## src/rtl/jt49_bus_arb_pkg.sv

```systemverilog
// Shared definitions for the jt49 bus arbiter: FSM states, strobe counter
// width, shadow register reset values and the per-register read mask.
package jt49_bus_arb_pkg;

   typedef enum logic [2:0] {
      ST_IDLE    = 3'd0,
      ST_SETUP   = 3'd1,
      ST_STROBE  = 3'd2,
      ST_WAIT    = 3'd3,
      ST_RECOVER = 3'd4
   } state_t;

   // Width of the write-strobe down-counter (STROBE_LEN up to 15)
   localparam int CNT_W = 4;

   // Shadow covers R0..R13; R14/R15 are I/O ports and always go to the bus
   localparam int         SHADOW_REGS      = 14;
   localparam logic [3:0] LAST_SHADOW_ADDR = 4'd13;
   localparam logic [7:0] SHADOW_RST       = 8'h00;
   localparam logic [7:0] SHADOW_R7_RST    = 8'hFF;

   // Bits actually implemented in each PSG register as seen on a read
   function automatic logic [7:0] read_mask(input logic [3:0] addr);
      case (addr)
         4'd1, 4'd3, 4'd5, 4'd13: read_mask = 8'h0F;
         4'd6, 4'd8, 4'd9, 4'd10: read_mask = 8'h1F;
         default:                 read_mask = 8'hFF;
      endcase
   endfunction

endpackage

```

## src/rtl/jt49_arb_rr.sv

```systemverilog
// Two-way request picker: round-robin or fixed priority (A wins).
// last_b remembers which port was granted most recently.
module jt49_arb_rr (
   input  logic       clk,
   input  logic       rst,
   input  logic [1:0] req,       // {B, A}
   input  logic       rr_mode,
   input  logic       grant_en,
   output logic [1:0] grant,     // one-hot {B, A}
   output logic       last_b
);

   // Pick one requester; on a tie the pointer decides in round-robin mode
   always_comb begin
      grant = 2'b00;
      if (grant_en) begin
         if (req == 2'b11)
            grant = (rr_mode && !last_b) ? 2'b10 : 2'b01;
         else
            grant = req;
      end
   end

   // Pointer starts as "B last" so the first contested grant goes to A
   always_ff @(posedge clk) begin
      if (rst)
         last_b <= 1'b1;
      else if (|grant)
         last_b <= grant[1];
   end

endmodule

```

## src/rtl/jt49_bus_arb.sv

```systemverilog
// Arbiter and bus sequencer sharing the jt49 PSG register port between
// requesters A and B. Every access is framed by cs_n, and cs_n returns high
// for at least one cycle between accesses so each R13 write retriggers the
// envelope. Optional register shadow for fast reads: JT49_BUS_ARB_SHADOW_EN.
module jt49_bus_arb
   import jt49_bus_arb_pkg::*;
#(
   parameter int STROBE_LEN = 2,
   parameter bit RR         = 1'b1
) (
   input  logic       clk,
   input  logic       rst,
   input  logic       a_req,
   input  logic       a_we,
   input  logic [3:0] a_addr,
   input  logic [7:0] a_din,
   output logic       a_ack,
   output logic [7:0] a_dout,
   input  logic       b_req,
   input  logic       b_we,
   input  logic [3:0] b_addr,
   input  logic [7:0] b_din,
   output logic       b_ack,
   output logic [7:0] b_dout,
   output logic [3:0] psg_addr,
   output logic       psg_cs_n,
   output logic       psg_wr_n,
   output logic [7:0] psg_din,
   input  logic [7:0] psg_dout,
   output logic       busy
);

   state_t           state;
   logic [CNT_W-1:0] strobe_cnt;
   logic             lat_we;
   logic [1:0]       grant;
   logic             cur_b;
   logic             grant_en;
   logic             req_we;
   logic [3:0]       req_addr;
   logic [7:0]       req_din;
   logic             shadow_hit;
   logic [7:0]       shadow_rd;

   // No new grant while an ack is on the wire, so a requester still holding
   // req during its own ack cycle is not served twice.
   assign grant_en = (state == ST_IDLE) && !a_ack && !b_ack;
   assign busy     = (state != ST_IDLE);

   // The pointer is updated at every grant, so after the grant edge it also
   // identifies the port that owns the transaction in flight.
   jt49_arb_rr u_arb (
      .clk      (clk),
      .rst      (rst),
      .req      ({b_req, a_req}),
      .rr_mode  (RR),
      .grant_en (grant_en),
      .grant    (grant),
      .last_b   (cur_b)
   );

   assign req_we   = grant[1] ? b_we   : a_we;
   assign req_addr = grant[1] ? b_addr : a_addr;
   assign req_din  = grant[1] ? b_din  : a_din;

`ifdef JT49_BUS_ARB_SHADOW_EN
   logic [7:0] shadow [SHADOW_REGS];

   // Mirror every completed write to R0..R13; psg_addr/psg_din still hold
   // the transaction's address and data during RECOVER.
   always_ff @(posedge clk) begin
      if (rst) begin
         for (int i = 0; i < SHADOW_REGS; i++)
            shadow[i] <= (i == 7) ? SHADOW_R7_RST : SHADOW_RST;
      end else if (state == ST_RECOVER && lat_we) begin
         for (int i = 0; i < SHADOW_REGS; i++)
            if (psg_addr == 4'(i))
               shadow[i] <= psg_din;
      end
   end

   // Read port of the shadow, addressed by the requester being granted
   always_comb begin
      shadow_rd = 8'h00;
      for (int i = 0; i < SHADOW_REGS; i++)
         if (req_addr == 4'(i))
            shadow_rd = shadow[i];
   end

   assign shadow_hit = !req_we && (req_addr <= LAST_SHADOW_ADDR);
`else
   assign shadow_hit = 1'b0;
   assign shadow_rd  = 8'h00;
`endif

   // Bus sequencer; psg_addr/psg_din double as the latched address and data
   always_ff @(posedge clk) begin
      if (rst) begin
         state      <= ST_IDLE;
         strobe_cnt <= '0;
         lat_we     <= 1'b0;
         psg_addr   <= 4'h0;
         psg_din    <= 8'h00;
         psg_cs_n   <= 1'b1;
         psg_wr_n   <= 1'b1;
         a_ack      <= 1'b0;
         b_ack      <= 1'b0;
         a_dout     <= 8'h00;
         b_dout     <= 8'h00;
      end else begin
         a_ack <= 1'b0;
         b_ack <= 1'b0;
         case (state)
            ST_IDLE: begin
               if (|grant) begin
                  if (shadow_hit) begin
                     // Answered from the shadow; the PSG bus stays untouched
                     if (grant[1]) begin
                        b_ack  <= 1'b1;
                        b_dout <= shadow_rd & read_mask(req_addr);
                     end else begin
                        a_ack  <= 1'b1;
                        a_dout <= shadow_rd & read_mask(req_addr);
                     end
                  end else begin
                     lat_we   <= req_we;
                     psg_addr <= req_addr;
                     psg_din  <= req_din;
                     psg_cs_n <= 1'b0;
                     psg_wr_n <= 1'b1;
                     state    <= ST_SETUP;
                  end
               end
            end
            ST_SETUP: begin
               strobe_cnt <= CNT_W'(STROBE_LEN - 1);
               if (lat_we) begin
                  psg_wr_n <= 1'b0;
                  state    <= ST_STROBE;
               end else begin
                  state    <= ST_WAIT;
               end
            end
            ST_STROBE: begin
               if (strobe_cnt == '0) begin
                  psg_cs_n <= 1'b1;
                  psg_wr_n <= 1'b1;
                  a_ack    <= !cur_b;
                  b_ack    <= cur_b;
                  state    <= ST_RECOVER;
               end else begin
                  strobe_cnt <= strobe_cnt - 1'b1;
               end
            end
            ST_WAIT: begin
               if (cur_b)
                  b_dout <= psg_dout;
               else
                  a_dout <= psg_dout;
               psg_cs_n <= 1'b1;
               a_ack    <= !cur_b;
               b_ack    <= cur_b;
               state    <= ST_RECOVER;
            end
            ST_RECOVER: begin
               state <= ST_IDLE;
            end
            default: begin
               state <= ST_IDLE;
            end
         endcase
      end
   end

endmodule

```

## config.mk

```make
export PLATFORM = sky130hd
export DESIGN_NAME = jt49_bus_arb
export DESIGN_NICKNAME = d
export VERILOG_FILES = /design/src/rtl/jt49_bus_arb_pkg.sv /design/src/rtl/jt49_arb_rr.sv /design/src/rtl/jt49_bus_arb.sv
export SDC_FILE = /design/constraint.sdc
export NUM_CORES = 1
export LEC_CHECK = 0
export CORE_MARGIN = 1
export CORE_UTILIZATION = 51
export DETAILED_ROUTE_END_ITERATION = 8
export DONT_BUFFER_PORTS = 1
export PLACE_DENSITY = 0.75
export SYNTH_ARGS = -nofsm -noshare
export SYNTH_HDL_FRONTEND = slang
export SYNTH_HIERARCHICAL = 1
export SYNTH_SLANG_ARGS = --single-unit
export TNS_END_PERCENT = 1
```

## constraint.sdc

```tcl
create_clock -name clk -period 2.9 [get_ports clk]
set_clock_uncertainty 0.15 [all_clocks]
set_input_delay 0.145 -clock clk [delete_from_list [all_inputs] [get_ports clk]]
set_output_delay 0.145 -clock clk [all_outputs]
set_load 0.05 [all_outputs]
```

; Word level (Yosys, flattened, before mapping)
; Cells that the tools add are included.
; Widths: inputs -> output; s select.
[totals]
reg_bits = 41
in_bits = 38
out_inout_bits = 33
word_cells = 63
[op_classes]
add_sub_neg = 1
eq_ne = 8
mux = 22
bitwise = 1
n_reduce_logical = 19
[ops]
columns = operator, count
row1 = $pmux 3 s4, 1
row2 = $reduce_and 2->1, 5
row3 = $reduce_bool 3->1, 3
row4 = $mux 1, 8
row5 = $mux 4, 2
row6 = $mux 8, 1
row7 = $pmux 4 s2, 1
row8 = $eq 3x2->1 const B, 2
row9 = $mux 2, 3
row10 = $mux 3, 2
row11 = $ne 2x2->1 const B, 3
row12 = $pmux 1 s3, 2
row13 = $logic_not 4->1, 1
row14 = $pmux 1 s2, 2
row15 = $reduce_and 4->1, 1
row16 = $sub 4x1->4 const B, 1
row17 = $eq 3x1->1 const B, 1
row18 = $logic_not 1->1, 3
row19 = $logic_not 3->1, 1
row20 = $reduce_and 3->1, 1
row21 = $eq 2x2->1 const B, 1
row22 = $logic_and 1x1->1, 2
row23 = $ne 2x1->1 const B, 1
row24 = $reduce_bool 2->1, 1
row25 = other kinds (2), 2

; Depth between registers and ports, before layout
; Gate-level depths: netlist of run 1.
[depth]
depth_word = 7
depth_mapped = 12

; Modules after synthesis
; Netlist of run 1, hierarchy kept.
[modules_own_cells]
columns = module, n_inst, cells_per_inst, area_each_um2
row1 = jt49_bus_arb, 1, 186, 1710.4
row2 = jt49_arb_rr, 1, 10, 75.1

; Worst setup path before layout of run 1
; Ideal clock, no wire load.
[synth_path]
kind = register to register
from = register state[0]
to = register lat_we
t_arrival_ns = 2.583
slack_ns = 0.033
path_stages_with_launch = 13
path_buffers = 4
synth_period_minus_slack_ns = 2.867
path_cell_list = dfxtp_1 -> nor3_1 -> buf_2 -> inv_1 -> nor3_1 -> nand2_1 -> a21oi_1 -> buf_2 -> or2_0 -> clkbuf_1 -> and2_1 -> buf_2 -> a211oi_1
[synth_between]
elab_chain_len = 6
word_cells_on_any_way = 7
[synth_rtl]
columns = element, line
row1 = from (decl), jt49_bus_arb.sv:33  ; state_t state;
row2 = from (signal assigned), jt49_bus_arb.sv:99  ; state <= ST_IDLE;
row3 = from (signal assigned), jt49_bus_arb.sv:131  ; state <= ST_SETUP;
row4 = from (signal assigned), jt49_bus_arb.sv:139  ; state <= ST_STROBE;
row5 = $logic_not 3->1 *, jt49_bus_arb.sv:47  ; assign grant_en = (state == ST_IDLE) && !a_ack && !b_ack;
row6 = $logic_and 1x1->1 * (2 in series), jt49_bus_arb.sv:47
row7 = via grant_en, jt49_bus_arb.sv:38  ; logic grant_en;
row8 = $mux 2 *, jt49_arb_rr.sv:16  ; if (grant_en) begin
row9 = via grant[1], jt49_bus_arb.sv:36  ; logic [1:0] grant;
row10 = $reduce_or 2->1, jt49_bus_arb.sv:115  ; if (|grant) begin
row11 = $reduce_and 2->1 (no source line), n/a
row12 = to (signal assigned), jt49_bus_arb.sv:126  ; lat_we <= req_we;
row13 = to (decl), jt49_bus_arb.sv:35  ; logic lat_we;
; Mark *: on every way through the listed nets, which the timed path passes. The rest lies on a longest branch.
; A chain may end at the register's enable or synchronous reset.

; Worst setup path after layout of run 1
[layout_path]
from = register state[1]
to = register psg_addr[1]
[layout_between]
elab_chain_len = 6
word_cells_on_any_way = 7
[layout_rtl]
columns = element, line
row1 = $logic_not 3->1 *, jt49_bus_arb.sv:47
row2 = $logic_and 1x1->1 * (2 in series), jt49_bus_arb.sv:47
row3 = via grant_en, jt49_bus_arb.sv:38
row4 = $mux 2 *, jt49_arb_rr.sv:16
row5 = via grant[1], jt49_bus_arb.sv:36
row6 = $reduce_or 2->1, jt49_bus_arb.sv:115
row7 = $reduce_and 2->1 (no source line), n/a
row8 = to (signal assigned), jt49_bus_arb.sv:127  ; psg_addr <= req_addr;
row9 = to (decl), jt49_bus_arb.sv:25  ; output logic [3:0] psg_addr,
; Marks and branches as above.

==> results of run 1 <==
registers in the layout, summed over array words and instances, names as in the netlist, 3 cells and up:
register    count
a_dout          8
b_dout          8
psg_addr        4
psg_din         8
state           3
strobe_cnt      4
cell usage in the layout, fill, tap and decap left out, drive strengths merged, types with 2 or more instances in the layout:
master / Yosys / layout
nor3b: 5 / 5
dlygate4sd3: 0 / 40
buf: 8 / 9
a211oi: 15 / 15
a31oi: 2 / 2
nor4: 2 / 2
o21ai: 2 / 2
inv: 8 / 8
a21oi: 24 / 24
nor3: 5 / 5
nand2: 19 / 19
nor2: 11 / 11
clkbuf: 7 / 7
or3b: 3 / 3
dfxtp: 41 / 41
mux2i: 21 / 21
ha: 2 / 2
o211ai: 3 / 3
routing by layer:
layer,routed length [microns],track usage,vias up
met3,242,0.06303,11
li1,-,-,787
met2,2287,0.4239,61
met4,81,0.09091,0
met1,1780,0.2536,735
met5,0,0,-
final cells by class:
cell class                 instances  area share
sequential                        41      0.3499
clock inverter                     1    0.002133
multi-input combinational        132      0.3765
timing repair buffer              49      0.2064
tap                               46     0.02453
clock buffer                       7     0.02773
inverter                           8     0.01280
metrics by stage:
step | hold slack, ps | setup slack (ps) | util
floorplan | 131.0 | 32.95 | -
global placement | 68.95 | 598.4 | 0.5534
detailed placement | 69.84 | 420.1 | 0.5534
CTS | 271.9 | 146.7 | 0.7004
global route | 293.8 | 49.75 | 0.7030
finish | 274.7 | 187.3 | 0.7030
worst min-delay path: cells and delay by family:
family / cells / cell delay (ps)
and+or+nand+nor: 1 / 200
AOI/OAI and AO/OA: 3 / 400
repair_timing:
action / in CTS / in global routing
endpoints found under the hold margin: 41 / 0
endpoints found under the setup margin: 0 / 13
gates resized for setup: 0 / 2
hold buffers: 41 / 0
how the worst max path moves through the flow:
stage / start / to / slack [ps] / depth (start not counted)
global route: state[1] / psg_addr[1] / 50 / 9
floorplan: state[0] / lat_we / 30 / 12
CTS: state[1] / psg_din[5] / 150 / 9
global placement: state[1] / psg_din[3] / 600 / 8
finish: state[1] / psg_addr[1] / 190 / 9
detailed placement: state[1] / psg_din[5] / 420 / 8
logic make-up (layout without fill, tap and decap cells):
logic type	after synthesis	in the layout
fa+ha+maj	2	2
simple gates	56	56
mux	22	22
buf+inv	23	65
other cells	1	1
flops	41	41
compound gates	51	51
power groups by stage:
stage | logic, uW | clock network [uW] | registers (uW)
final | 842 | 322 | 1180
after global routing | 914 | 353 | 1200
after global placement | 681 | 0 | 1180
after CTS | 805 | 326 | 1170
after detailed placement | 716 | 0 | 1190
after floorplan | 587 | 0 | 1150
==> results.json, run 1 <==
{
  "status": "finished, final reports clean",
  "yosysTopAreaCell": "dfxtp_1",
  "slowest_stage": "dlygate4sd3_1",
  "synthesis.yosys.warnings": 6,
  "grt_max_degree": 44,
  "synth_nets": 236,
  "drive_above_1_share": 0.09664,
  "cts_root_buf": "clkbuf_4",
  "clock_sinks": 41,
  "cpPeakStageDelay_ps": 570,
  "grt_pass1_vias": 1443,
  "synth_xor_area_frac": 0,
  "arrival_ps": 2820,
  "die_x_microns": 61.17,
  "ys_ff_latch": 41,
  "clkPwrFrac": 0.137,
  "clkLatencyLatePin_ps": 360,
  "rrSetupSlack_ps": 190,
  "seqPwrFrac": 0.503,
  "synthTopCellsByCount": "dfxtp_1, a21oi_1, mux2i_1, nand2_1, a211oi_1",
  "gp_congestion": 0.8022,
  "dominantRegCellSynth": "dfxtp_1",
  "max_slew_margin": 0.6337,
  "multi_input_area_sq_um": 883.3,
  "die_area_sq_um": 3742,
  "synth_top_family_by_area": "compound AO/OA/AOI/OAI gates",
  "start_util": 0.5351,
  "cts_max_path_buffers": 2,
  "routed_via_density": 5.613,
  "crit_path_cell_trace": "nor3_1 -> inv_1 -> nor3_2 -> nand2_1 -> a21oi_2 -> buf_6 -> mux2i_1 -> dlygate4sd3_1 -> a211oi_1",
  "cp_max_fo": 14,
  "clk_pin_slew_ps": 120,
  "htree_levels": 2,
  "cp.buffers_inverters": 3,
  "drtIter0Drc": 98,
  "layout_min_cycle_time_ps": 2713,
  "synth-compound-area-share": 0.1815,
  "rows": 21,
  "cts_tree": "done",
  "r2r_cells": 9,
  "yosys.area_share.simple": 0.1647,
  "grt_pass1_wl_microns": 6327,
  "cts_made_buffers": 5,
  "setup_viol": 0,
  "vdd_drop_max_mv": 0.8110,
  "crit_path_start_kind": "flip-flop",
  "coreArea_sq_um": 3337,
  "worst_hold_startpoint": "a_req",
  "drt_first_pass_iters": 4,
  "syn_to_final_growth_pct": 31.39,
  "synth_edf_count": 0,
  "maxCapViolCount": 0,
  "grt.total_usage": 0.2320,
  "r2r-start": "state[1]",
  "synth.avg_cell_area_sq_um": 9.110,
  "tightest_slew_ps": 548.7,
  "cts_setup_buffers": 0,
  "synth.most_common_cell": "dfxtp_1",
  "critPathTopFamily": "buffers and inverters",
  "grt_antenna_before_repair": 0,
  "dpl.hpwl_microns": 2627,
  "pin_count": 71,
  "worst_hold_path.num_cells": 4,
  "min_path_type": "in -> reg",
  "cp-end-kind": "flip-flop",
  "dp_cells": 235,
  "final_area_sq_um": 2346,
  "total_power_uw": 2343,
  "ys_seq_area_frac": 0.4597,
  "drc": 0,
  "switchingPower_uw": 1130,
  "syn_inst": 196,
  "pwr-share-comb": 0.360,
  "ys_types": 36,
  "drv_slew": 0,
  "finalCritPeriodShare": 0.9354,
  "regArea_sq_um": 820.8,
  "port_buffers": 0,
  "overflow": 0,
  "final.fill_count": 245,
  "rsz0062_at_grt": "false",
  "synthAdderAreaFrac": 0.01402,
  "die_h_microns": 61.17,
  "async_flop_share": 0,
  "fmax_mhz": 368.6,
  "routed_wl_microns": 4392,
  "wl_per_cell_microns": 15.46,
  "whs_endpoint": "psg_cs_n",
  "fin_nets": 277,
  "pwr_density_cell_nw_per_um2": 998.7,
  "ant_nets": 0,
  "required_ps": 3010,
  "timing.rr.end": "psg_addr[1]",
  "fin_cells": 284,
  "switching_share": 0.4821,
  "worstSetupPathType": "reg -> reg",
  "synthesis.area_sq_um": 1785,
  "diodes": 0,
  "yosysTopAreaCellShare": 0.4597,
  "finalHoldViolations": 0,
  "intPower_uw": 1213,
  "vias": 1594,
  "power.leakage_uw": 0.0008609,
  "setup-tns-final_ps": 0,
  "synthMuxAreaShare": 0.1240,
  "place_area_sq_um": 1847,
  "synthTopCellsByArea": "dfxtp_1, mux2i_1, a21oi_1, a211oi_1, nand2_1"
}
Note: power is estimated with default switching activity, not from simulation.
==> inputs of run 2 (changes only) <==
REMOVE_ABC_BUFFERS = 1   (was not set)
==> run 2 against run 1 <==
Highest routed layer unchanged. Clock-buffer cell count fell by 1. Clock power rose by 22%. Die area did not move. Via count rose by 4.1%. Cell count rose by 1.1%.
==> results.json, run 2 (synthesis results as in run 1) <==
{
  "coreArea_sq_um": 3337,
  "rows": 21,
  "drt_first_pass_iters": 6,
  "slowest_stage": "dlygate4sd3_1",
  "holdWs_ps": 272.4,
  "routed_wl_microns": 4772,
  "gp_congestion": 0.7473,
  "vdd_drop_max_mv": 0.7942,
  "clkLatencyLatePin_ps": 350,
  "cts_max_path_buffers": 2,
  "dp_cells": 236,
  "largestRegisters": "a_dout x8, b_dout x8, psg_din x8",
  "seqPwrFrac": 0.480,
  "syn_to_final_growth_pct": 34.27,
  "required_ps": 3000,
  "diodes": 0,
  "pwr-share-comb": 0.359,
  "ant_nets": 0,
  "cts_setup_buffers": 0,
  "fmax_mhz": 367.9,
  "worstSetupPathType": "reg -> reg",
  "crit_path_start_kind": "flip-flop",
  "crit_top_cell": "nor3_2",
  "die_area_sq_um": 3742,
  "drtIter0Drc": 65,
  "drc": 0,
  "cts_tree": "done",
  "routed_via_density": 5.784,
  "clock_sinks": 41,
  "finalCritPeriodShare": 0.9373,
  "rsz0062_at_grt": "false",
  "grt_antenna_before_repair": 0,
  "fin_nets": 280,
  "cp-startpoint": "state[1]",
  "cp_max_fo": 14,
  "pwr_density_cell_nw_per_um2": 1022,
  "clk_pin_slew_ps": 120,
  "dpl.hpwl_microns": 2637,
  "setup_viol": 0,
  "intPower_uw": 1286,
  "final_common_cell": "dlygate4sd3_1",
  "finalHoldViolations": 0,
  "r2r-start": "state[1]",
  "tightest_slew_ps": 545.0,
  "worst_hold_startpoint": "a_req",
  "clkPwrFrac": 0.161,
  "cts_root_buf": "clkbuf_4",
  "arrival_ps": 2820,
  "grt_max_degree": 44,
  "vias": 1660,
  "die_h_microns": 61.17,
  "crit_path_cell_trace": "nor3_2 -> inv_1 -> nor3_2 -> nand2_1 -> a21oi_2 -> buf_6 -> mux2i_1 -> dlygate4sd3_1 -> a211oi_1",
  "grt.total_usage": 0.2447,
  "cp-end-kind": "flip-flop",
  "layout_common_cells": "dlygate4sd3_1, dfxtp_1, a21oi_1",
  "min_path_type": "in -> reg",
  "switchingPower_uw": 1165,
  "power.leakage_uw": 0.0008844,
  "cpPeakStageDelay_ps": 570,
  "cts_made_buffers": 5,
  "switching_share": 0.4753,
  "overflow": 0,
  "die_x_microns": 61.17,
  "grt_pass1_vias": 1497,
  "port_buffers": 0,
  "start_util": 0.5351,
  "pin_count": 71,
  "status": "finished, final reports clean",
  "wl_per_cell_microns": 16.63,
  "maxCapViolCount": 0,
  "setup-tns-final_ps": 0,
  "total_power_uw": 2450,
  "grt_pass1_wl_microns": 6624,
  "drive_above_1_share": 0.1037,
  "fin_cells": 287,
  "max_slew_margin": 0.6362,
  "layout_min_cycle_time_ps": 2718,
  "htree_levels": 2,
  "drv_slew": 0
}
-- run 2: changes by cell type in the layout (fill, tap and decap cells not counted) --
cell	previous run	this run
bufinv_16	0	1
dlygate4sd3_1	40	42
nor3_1	4	3
nor3_2	1	2
clkinv_2	1	0
clkinvlp_4	0	1
clkbuf_8	2	1
buf_4	7	8
-- run 2: stage by stage --
step                  util  cell area (sq um)  worst slack, ps
floorplan                -               1719            -1633
global placement    0.5557               1854            586.0
detailed placement  0.5557               1854            364.2
CTS                 0.7143               2384            84.62
global route        0.7184               2397            8.861
finish              0.7184               2397            181.9
-- run 2: routing by layer --
layer | part of all wire | vias to the layer above | track usage
li1 | - | 789 | -
met1 | 0.38 | 774 | 0.2781
met2 | 0.51 | 81 | 0.4084
met3 | 0.080 | 16 | 0.06933
met4 | 0.028 | 0 | 0.1461
met5 | 0 | - | 0
-- run 2: power by group through the flow --
stage                     Clock [uW]  Sequential, uW  Combinational [uW]
after floorplan                    0            1170                 522
after global placement             0            1180                 695
after detailed placement           0            1180                 732
after CTS                        396            1170                 823
after global routing             431            1200                 949
final                            394            1180                 881
-- run 2: worst paths after layout --
| check | endpoint | slack [ps] | cells past startpoint |
|---|---|---|---|
| setup / recovery | psg_addr[0] | 180 | 9 |
| hold / removal | psg_cs_n | 270 | 4 |
| hold reg to reg | strobe_cnt[1] | 370 | 2 |
| setup reg to reg | psg_addr[0] | 180 | 9 |
-- run 2: area by class of cell --
type                    count  area, sq um
fillers                   256        939.7
well taps                  46        57.56
clock inverters             2        37.54
repair buffers             52        511.7
clock buffers               6        51.30
multi-input cells         132        888.4
inverters                   8        30.03
flip-flops and latches     41        820.8
-- run 2: worst max-delay path, delay by kind of cell, from the launching register on --
kind / cells / cell delay (ps)
AOI/OAI and AO/OA: 2 / 450
buffers and inverters: 3 / 890
DFF: 1 / 430
muxes: 1 / 110
and+or+nand+nor: 3 / 590
-- run 2: what timing repair did --
action	CTS	global route
resized for setup	0	3
endpoints found under the setup margin	0	13
hold buffers	43	0
hold endpoints to repair	41	0
==> inputs of run 3 (changes only) <==
CELL_PAD_IN_SITES_DETAIL_PLACEMENT = 1   (was not set)
CELL_PAD_IN_SITES_GLOBAL_PLACEMENT = 1   (was not set)
CORE_UTILIZATION = 44   (was 51)
PLACE_DENSITY = 0.85   (was 0.75)
==> run 3 against run 2 <==
Sequential share of layout area shrank 0.071 points. Critical path type unchanged. Power grew 0.37%. Register-to-register slack lost 50 ps. Setup slack lost 52 ps. Wire length grew 41%. Highest routed layer unchanged.
==> results.json, run 3 (synthesis results as in run 1) <==
{
  "cpPeakStageDelay_ps": 480,
  "fin_nets": 281,
  "ant_nets": 0,
  "crit_path_start_kind": "flip-flop",
  "post-place-ws_ps": 220.4,
  "r2r_cells": 9,
  "tightest_slew_ps": 573.6,
  "gp_congestion": 0.7353,
  "finalHoldViolations": 0,
  "r2r-start": "state[0]",
  "clkPwrFrac": 0.144,
  "crit_path_cell_trace": "nor3_2 -> inv_1 -> nor3_4 -> nand2_1 -> a21oi_2 -> or2_0 -> buf_4 -> o21ai_0 -> nor4_1",
  "cts_made_buffers": 5,
  "drt_first_pass_iters": 4,
  "worstSetupPathType": "reg -> reg",
  "drive_above_1_share": 0.08750,
  "overflow": 0,
  "drc": 0,
  "cp-startpoint": "state[0]",
  "routed_wl_microns": 6726,
  "critical_path_depth": 9,
  "pwr-share-comb": 0.354,
  "worst_hold_path.num_cells": 2,
  "dpl.hpwl_microns": 3252,
  "min_path_type": "in -> reg",
  "cp_max_fo": 14,
  "rsz0062_at_grt": "false",
  "finalCritPeriodShare": 0.9551,
  "drv_slew": 0,
  "syn_to_final_growth_pct": 34.55,
  "die_x_microns": 65.70,
  "pwr_density_cell_nw_per_um2": 1024,
  "vdd_drop_max_mv": 0.8437,
  "routed_via_density": 6.111,
  "die_h_microns": 65.70,
  "maxCapViolCount": 0,
  "fmax_mhz": 361.0,
  "intPower_uw": 1204,
  "clock_sinks": 41,
  "switching_share": 0.5104,
  "slowest_stage": "dfxtp_1",
  "setup_viol": 0,
  "start_util": 0.4735,
  "grt_max_degree": 42,
  "grt_antenna_before_repair": 0,
  "layout_common_cells": "dlygate4sd3_1, dfxtp_1, a21oi_1",
  "cp-end-kind": "flip-flop",
  "cts_max_path_buffers": 2,
  "die_area_sq_um": 4316,
  "clkLatencyLatePin_ps": 300,
  "seqPwrFrac": 0.501,
  "vias": 1760,
  "arrival_ps": 2800,
  "cp.buffers_inverters": 2,
  "worst_hold_startpoint": "rst",
  "largestRegisters": "a_dout x8, b_dout x8, psg_din x8",
  "cts_tree": "done",
  "final_core_utilization": 0.6370,
  "critPathTopFamily": "simple AND/OR/NAND/NOR gates",
  "status": "finished, final reports clean",
  "required_ps": 2930,
  "rows": 22,
  "grt_pass1_vias": 1941,
  "grt.total_usage": 0.3415,
  "htree_levels": 2,
  "wl_per_cell_microns": 23.35,
  "diodes": 0,
  "grt_pass1_wl_microns": 10670,
  "drtIter0Drc": 145,
  "pin_count": 71,
  "layout_min_cycle_time_ps": 2770,
  "max_slew_margin": 0.6171,
  "switchingPower_uw": 1255,
  "port_buffers": 0,
  "power.leakage_uw": 0.0008928,
  "fin_ws_ps": 130.3,
  "coreArea_sq_um": 3771,
  "final_common_cell": "dlygate4sd3_1",
  "clk_pin_slew_ps": 80,
  "cts_root_buf": "clkbuf_8"
}
-- run 3: final timing paths --
kind,end,slack [ps]
worst max-delay path,state[0],130
worst min-delay path,strobe_cnt[3],10
worst max register to register,state[0],130
worst min register to register,strobe_cnt[2],410
-- run 3: final cells by class --
class | instances | area, sq um
Multi-Input combinational cell | 132 | 894.6
Clock buffer | 5 | 68.82
Clock inverter | 1 | 5.005
Fill cell | 399 | 1369
Sequential cell | 41 | 820.8
Timing Repair Buffer | 53 | 523.0
Tap cell | 48 | 60.06
Inverter | 8 | 30.03
-- run 3: power groups by stage --
stage                     sequential (uW)  combinational, uW  clock (uW)
after floorplan                      1170                522           0
after global placement               1200                660           0
after detailed placement             1210                721           0
after CTS                            1200                785         345
after global routing                 1250                924         390
final                                1230                872         355
-- run 3: timing repair --
item / CTS / global route
gates resized for setup: 0 / 3
endpoints found under the setup margin: 0 / 15
hold endpoints to repair: 40 / 0
setup buffers: 0 / 0
hold buffers: 46 / 0
-- run 3: per-layer routing --
metal | share of wire | wire (microns) | GRT usage
met3 | 0.066 | 444 | 0.09549
met1 | 0.38 | 2556 | 0.3895
met4 | 0.037 | 249 | 0.1630
met5 | 0 | 0 | 0
met2 | 0.52 | 3476 | 0.5804
-- run 3: metrics by stage --
stage	setup TNS [ps]	instances	hold slack [ps]	cell area, sq um	power [uW]
floorplan	-25210	181	64.07	1719	1696
global placement	0	236	71.11	1842	1860
detailed placement	0	236	75.20	1842	1933
CTS	0	288	1.355	2386	2333
global route	0	288	0.9421	2402	2559
finish	0	288	13.05	2402	2459
